`config.mk`:
```
export PLATFORM = sky130hd
export DESIGN_NAME = vote_logger_flat
export DESIGN_NICKNAME = d
export VERILOG_FILES = /design/src/rtl/vote_logger_if.sv /design/src/rtl/vote_logger.sv /design/src/flat_wrapper.sv
export SDC_FILE = /design/constraint.sdc
export NUM_CORES = 1
export LEC_CHECK = 0
export ABC_AREA = 1
export CORE_AREA = 2 2 117 62
export DETAILED_ROUTE_END_ITERATION = 10
export DIE_AREA = 0 0 119 64
export GPL_TIMING_DRIVEN = 0
export PLACE_DENSITY = 0.75
export SLEW_MARGIN = 0
export SYNTH_ARGS = -nofsm -noshare
export SYNTH_HDL_FRONTEND = slang
export SYNTH_SLANG_ARGS = --single-unit
```
`constraint.sdc`:
```
create_clock -name clock -period 2.8 [get_ports clock]
set_clock_uncertainty 0.2 [all_clocks]
set_input_delay 0.56 -clock clock [delete_from_list [all_inputs] [get_ports clock]]
set_output_delay 0.56 -clock clock [all_outputs]
set_load 0.05 [all_outputs]
```
`src/rtl/vote_logger_if.sv`:
```
// vote_logger_if: groups the voting-panel signals of vote_logger.
//   master : drives mode, valid_vote, sel; observes the result/status outputs
//   slave  : the vote_logger itself
// Ports carried:
//   mode        0 = voting, 1 = result display
//   valid_vote  one request bit per candidate (1-cycle pulse = one request)
//   sel         candidate index for the result display
//   vote_ack    1-cycle pulse, vote counted
//   reject      1-cycle pulse, vote request discarded
//   busy        high while the logger is warming up or locked out
//   leds        tally of candidate sel in result mode, else 0
//   total       saturating sum of all accepted votes
//   state_dbg   current FSM state encoding, for observation only
// NUM_CAND / COUNT_W must match the parameters of the attached vote_logger.
//
// Handshake: there is no ready signal. A request is any cycle with a nonzero
// valid_vote; the cycle after it carries exactly one of vote_ack, reject, or
// neither (request ignored). vote_ack and reject are never high together.
interface vote_logger_if #(
  parameter int NUM_CAND = 4,
  parameter int COUNT_W  = 8
);
  logic                mode;
  logic [NUM_CAND-1:0] valid_vote;
  logic [2:0]          sel;
  logic                vote_ack;
  logic                reject;
  logic                busy;
  logic [COUNT_W-1:0]  leds;
  logic [COUNT_W+2:0]  total;
  logic [1:0]          state_dbg;

  modport master (
    output mode, valid_vote, sel,
    input  vote_ack, reject, busy, leds, total, state_dbg
  );

  modport slave (
    input  mode, valid_vote, sel,
    output vote_ack, reject, busy, leds, total, state_dbg
  );
endinterface

```
`src/rtl/vote_logger.sv`:
```
// vote_logger: per-candidate saturating vote counter with a post-vote lockout.
// Ports:
//   clock  single clock, rising edge
//   reset  synchronous, active-high
//   bus    vote_logger_if.slave (mode, valid_vote, sel in; vote_ack, reject,
//          busy, leds, total, state_dbg out)
// States: WARMUP (one cycle after reset, swallows the reset-release pulse of
// the button stages), IDLE (accepts a single-candidate vote), LOCK (LOCKOUT
// cycles during which every voting-mode request is rejected).
// All outputs are registered.
module vote_logger #(
  parameter int NUM_CAND = 4,
  parameter int COUNT_W  = 8,
  parameter int LOCKOUT  = 16
) (
  input  logic          clock,
  input  logic          reset,
  vote_logger_if.slave  bus
);
  localparam int TOT_W = COUNT_W + 3;
  localparam int CNT_W = (LOCKOUT > 1) ? $clog2(LOCKOUT) : 1;
  localparam int IDX_W = $clog2(NUM_CAND);

  localparam logic [NUM_CAND-1:0] VOTE_ONE  = NUM_CAND'(1);
  localparam logic [CNT_W-1:0]    CNT_ONE   = CNT_W'(1);
  localparam logic [CNT_W-1:0]    CNT_LOAD  = CNT_W'(LOCKOUT - 1);
  localparam logic [COUNT_W-1:0]  TALLY_ONE = COUNT_W'(1);
  localparam logic [COUNT_W-1:0]  TALLY_MAX = '1;
  localparam logic [TOT_W-1:0]    TOT_ONE   = TOT_W'(1);
  localparam logic [TOT_W-1:0]    TOT_MAX   = '1;
  localparam logic [3:0]          SEL_LIM   = 4'(NUM_CAND);

  typedef enum logic [1:0] {
    WARMUP = 2'd0,
    IDLE   = 2'd1,
    LOCK   = 2'd2
  } state_t;

  state_t             state, state_next;
  logic [CNT_W-1:0]   lock_cnt, lock_cnt_next;
  logic [COUNT_W-1:0] tally [NUM_CAND];
  logic [TOT_W-1:0]   total_q;

  logic               any_vote, one_hot;
  logic [IDX_W-1:0]   vote_idx;
  logic               accept, reject_next;
  logic [COUNT_W-1:0] leds_next;

  // Request decode: exactly one bit set <=> nonzero and clearing the lowest
  // set bit leaves zero.
  always_comb begin
    any_vote = |bus.valid_vote;
    one_hot  = any_vote && ((bus.valid_vote & (bus.valid_vote - VOTE_ONE)) == '0);
    vote_idx = '0;
    for (int i = 0; i < NUM_CAND; i++) begin
      if (bus.valid_vote[i]) vote_idx = IDX_W'(i);
    end
  end

  // FSM next-state and per-cycle decisions.
  always_comb begin
    state_next    = state;
    lock_cnt_next = lock_cnt;
    accept        = 1'b0;
    reject_next   = 1'b0;
    case (state)
      WARMUP: state_next = IDLE;
      IDLE: begin
        if (!bus.mode) begin
          if (one_hot) begin
            accept        = 1'b1;
            state_next    = LOCK;
            lock_cnt_next = CNT_LOAD;
          end else if (any_vote) begin
            reject_next = 1'b1;
          end
        end
      end
      LOCK: begin
        // mode only gates the reject; the countdown runs regardless.
        if (!bus.mode && any_vote) reject_next = 1'b1;
        if (lock_cnt == '0) state_next = IDLE;
        else                lock_cnt_next = lock_cnt - CNT_ONE;
      end
      default: state_next = WARMUP;
    endcase
  end

  // Result display; out-of-range sel shows 0.
  always_comb begin
    leds_next = '0;
    if (bus.mode && ({1'b0, bus.sel} < SEL_LIM)) leds_next = tally[bus.sel[IDX_W-1:0]];
  end

  always_ff @(posedge clock) begin
    if (reset) begin
      state    <= WARMUP;
      lock_cnt <= '0;
    end else begin
      state    <= state_next;
      lock_cnt <= lock_cnt_next;
    end
  end

  always_ff @(posedge clock) begin
    if (reset) begin
      for (int i = 0; i < NUM_CAND; i++) tally[i] <= '0;
      total_q      <= '0;
      bus.vote_ack <= 1'b0;
      bus.reject   <= 1'b0;
      bus.busy     <= 1'b1;
      bus.leds     <= '0;
    end else begin
      bus.vote_ack <= accept;
      bus.reject   <= reject_next;
      bus.busy     <= (state_next != IDLE);
      bus.leds     <= leds_next;
      // A vote for a saturated candidate is acked but changes no count.
      if (accept && (tally[vote_idx] != TALLY_MAX)) begin
        tally[vote_idx] <= tally[vote_idx] + TALLY_ONE;
        if (total_q != TOT_MAX) total_q <= total_q + TOT_ONE;
      end
    end
  end

  assign bus.total     = total_q;
  assign bus.state_dbg = state;
endmodule

```
`src/flat_wrapper.sv`:
```
// flat-port wrapper written by rule: the top's interface ports become plain ports
module vote_logger_flat 
#(
  parameter int NUM_CAND = 4,
  parameter int COUNT_W  = 8,
  parameter int LOCKOUT  = 16
)
  (clock, reset, bus_mode, bus_valid_vote, bus_sel, bus_vote_ack, bus_reject, bus_busy, bus_leds, bus_total, bus_state_dbg);
  vote_logger_if #(.NUM_CAND(NUM_CAND), .COUNT_W(COUNT_W)) bus_i ();
  input  logic clock;
  input  logic reset;
  input wire logic [$bits(bus_i.mode)-1:0] bus_mode;
  input wire logic [$bits(bus_i.valid_vote)-1:0] bus_valid_vote;
  input wire logic [$bits(bus_i.sel)-1:0] bus_sel;
  output wire logic [$bits(bus_i.vote_ack)-1:0] bus_vote_ack;
  output wire logic [$bits(bus_i.reject)-1:0] bus_reject;
  output wire logic [$bits(bus_i.busy)-1:0] bus_busy;
  output wire logic [$bits(bus_i.leds)-1:0] bus_leds;
  output wire logic [$bits(bus_i.total)-1:0] bus_total;
  output wire logic [$bits(bus_i.state_dbg)-1:0] bus_state_dbg;
  assign bus_i.mode = bus_mode;
  assign bus_i.valid_vote = bus_valid_vote;
  assign bus_i.sel = bus_sel;
  assign bus_vote_ack = bus_i.vote_ack;
  assign bus_reject = bus_i.reject;
  assign bus_busy = bus_i.busy;
  assign bus_leds = bus_i.leds;
  assign bus_total = bus_i.total;
  assign bus_state_dbg = bus_i.state_dbg;
  vote_logger #(.NUM_CAND(NUM_CAND), .COUNT_W(COUNT_W), .LOCKOUT(LOCKOUT)) u_core (.clock(clock), .reset(reset), .bus(bus_i));
endmodule
```
==> run summary <==
status - completed
clock-pin slew on the worst setup and hold paths - 0.05 ns
Reg2Reg Depth - 11
Die Height - 64 um
I/O pin count - 34
Tmin final - 2.65 ns
number of buffers added on ports - 31
top cell type's share of synthesized area - 0.290
Critical Path AT - 2.51 ns
P per Cell Area - 596 nW/um^2
number of synthesized register bits - 60
final hold violation count - 0
largest cells by area after synthesis - edfxtp_1 29%, dfxtp_1 17%, nand2_1 9.4%
Max IR drop VDD - 0.000308 V
register area - 1520 um^2
Fmax - 378 MHz
pins over their slew limit - 0
largest family of logic cells by synthesized area - simple AND/OR/NAND/NOR gates
fin area - 4160 um^2
Adder-Cell Fraction of Synth Area - 0.0264
Inserted Diodes - 0
ratio of cells with drive above 1 in the final layout - 0.144
Remaining DRCs - 0
Worst Tran Pin Value - 0.598 ns
Hold Path Stages - 2
DRT iter0 DRCs - 210
Final setup viols - 0
clock group share of total power - 0.488
Synth Instances - 420
post-placement setup slack - -1.20 ns
initial antenna violation count - 0
fin nets - 483
syn nets - 437
largest net degree at the start of global routing - 11
crit end category - flop
cell area after synthesis - 3310 um^2
critical path class - in -> reg
crit share post-route - 0.945
part of the power in registers - 0.394
RSZ-0062 raised after global routing - no
Synth Area in Simple Gates - 0.313
Pint - 0.00187 W
total vias in the final route - 2,921
area of placed instances - 3740 um^2
H-tree levels - 3
yosys warns - 0
number of flops mapped to enable cells by yosys - 32
Tot Pwr - 0.00248 W
global-route wire length before repair - 13.4 mm
startpoint types - input pin
top_reg_cell synth - edfxtp_1
Compound-Gate Fraction of Synth Area - 0.0880
Post-Route WL - 8.06 mm
MaxCap Viol Count - 0
gr ovfl total - 0
Core Area - 6540 um^2
sequential share of the synthesized area - 0.459
clk_lat worst skew - 0.33 ns
Layout area overhead - 25.5%
GRT Util Overall - 0.233
post-synthesis xor/xnor area fraction - 0.0317
Initial Util - 0.506
critical path peak fanout - 10
Final Core Density - 0.636
CP required - 2.66 ns
routability congestion estimate - 0.885
CTS tree - built
mux share of post-synthesis cell area - 0
Root Driver - clkbuf_16
# clock sinks - 60
DP HPWL - 5.35 mm
Initial DRT Pass Iterations - 5
area occupied by multi-input gates - 1590 um^2
Final ANT Viol Nets - 0
DR WL/cell - 14.3 um
setup ws final - 0.154 ns
Via density - 5.19
die area - 7620 um^2
total CTS buffers - 9
row cnt - 21
post-synthesis cell type count - 30
Synth area leader - edfxtp_1
fill count - 523
ys async rst share - 0
worst hold-check path type - reg -> reg
combinational share of power - 0.119
number of global-route vias before repair - 2,801
max_slew headroom - 0.601
# hold bufs at CTS - 0
CTS Buffer Depth - 2
P_sw - 0.000605 W
LEAKAGE - 1.67 nW
mean post-synth cell area - 7.89 um^2
die extent in x - 119 um
Net Sw Frac - 0.244
cell usage after synthesis, types with 4 or more instances:
| cell | number |
|---|---|
| inv_1 | 40 |
| nor2_2 | 7 |
| inv_2 | 4 |
| ha_1 | 7 |
| edfxtp_1 | 32 |
| nand2_1 | 83 |
| clkbuf_1 | 6 |
| nand2_2 | 9 |
| buf_6 | 4 |
| a21oi_1 | 28 |
| nor2_1 | 67 |
| nor3_1 | 7 |
| nand4_1 | 9 |
| xor2_1 | 10 |
| dfxtp_1 | 28 |
| o21ai_0 | 24 |
| nand3_1 | 31 |
| nand3_2 | 5 |
area by class of cell:
class	instances	area share
inverter	46	0.0433
timing repair buffer	35	0.0794
sequential	60	0.366
clock buffer	11	0.0608
buffer	14	0.0223
clock inverter	5	0.0177
multi-input combinational	300	0.383
tap	92	0.0277
registers in the layout (all words and copies together), names as in the netlist:
signal                cells
u_core.bus.vote_ack       1
u_core.bus.total         11
u_core.bus.busy           1
u_core.bus.state_dbg      2
u_core.bus.reject         1
u_core.tally             32
u_core.bus.leds           8
u_core.lock_cnt           4
per-stage QoR:
stage	setup TNS [ns]	cells	hold slack, ns
3_5_place_dp	-65.42	543	0.264
6_report	0	563	0.271
4_1_cts	0	562	0.271
3_3_place_gp	-65.60	543	0.253
2_1_floorplan	0	420	0.245
5_1_grt	0	563	0.292
routing by layer:
metal | wire (um) | vias up | track usage
met1 | 3740 | 1331 | 0.309
met3 | 581 | 12 | 0.0589
li1 | - | 1471 | -
met2 | 3600 | 107 | 0.364
met4 | 140 | 0 | 0.104
met5 | 0 | - | 0
critical path, cell delays in order:
cell,delay [ns]
clkbuf_2,0.15
inv_2,0.11
a21oi_4,0.18
buf_4,0.16
nand2_1,0.05
nand2_1,0.05
nand2_1,0.04
nand2_1,0.09
ha_2,0.20
nand3_2,0.09
nor2_4,0.14
nand3_4,0.12
nand2_4,0.11
buf_6,0.17
inv_6,0.05
nand2_4,0.10
nand2_4,0.11
cells by family (layout without fill, tap and decap cells):
kind of cell,Yosys count,after routing
compound gates,56,56
xor+xnor,12,12
fa+ha+maj,7,7
buf+inv,60,111
flops,60,60
simple gates,225,225
power by group through the flow:
stage | logic (W) | registers, W | clock network, W
6_report | 0.000294 | 0.000976 | 0.00121
5_1_grt | 0.000326 | 0.000979 | 0.00126
4_1_cts | 0.000289 | 0.000976 | 0.00121
3_5_place_dp | 0.000275 | 0.000993 | 0
3_3_place_gp | 0.000272 | 0.000993 | 0
2_1_floorplan | 0.000173 | 0.00102 | 0
worst paths after layout:
check / slack, ns / from / endpoint
worst max-delay path: 0.15 / bus_valid_vote[2] / u_core.tally[2][7]
worst min-delay path: 0.27 / u_core.lock_cnt[0] / u_core.lock_cnt[0]
worst max register to register: 0.45 / u_core.tally[2][0] / u_core.tally[3][1]
worst min register to register: 0.27 / u_core.lock_cnt[0] / u_core.lock_cnt[0]
cells in the final DEF (no fill, tap or decap), types with 7 or more instances in the layout:
master and n:
o21ai_0 23, nor3_1 7, clkdlybuf4s50_1 29, nand4_1 9
clkbuf_16 9, a21oi_1 27, edfxtp_1 32, inv_1 39
dfxtp_1 28, nand2_4 8, nand3_1 31, nand2_1 79
nor2_1 67, xor2_1 10, nand2_2 7
repair_timing:
action	in CTS	in global routing
pin swaps	1	1
resized for setup	21	6
buffers inserted	3	1
setup endpoints to repair	75	57
Power figures use the tool's default switching activity.
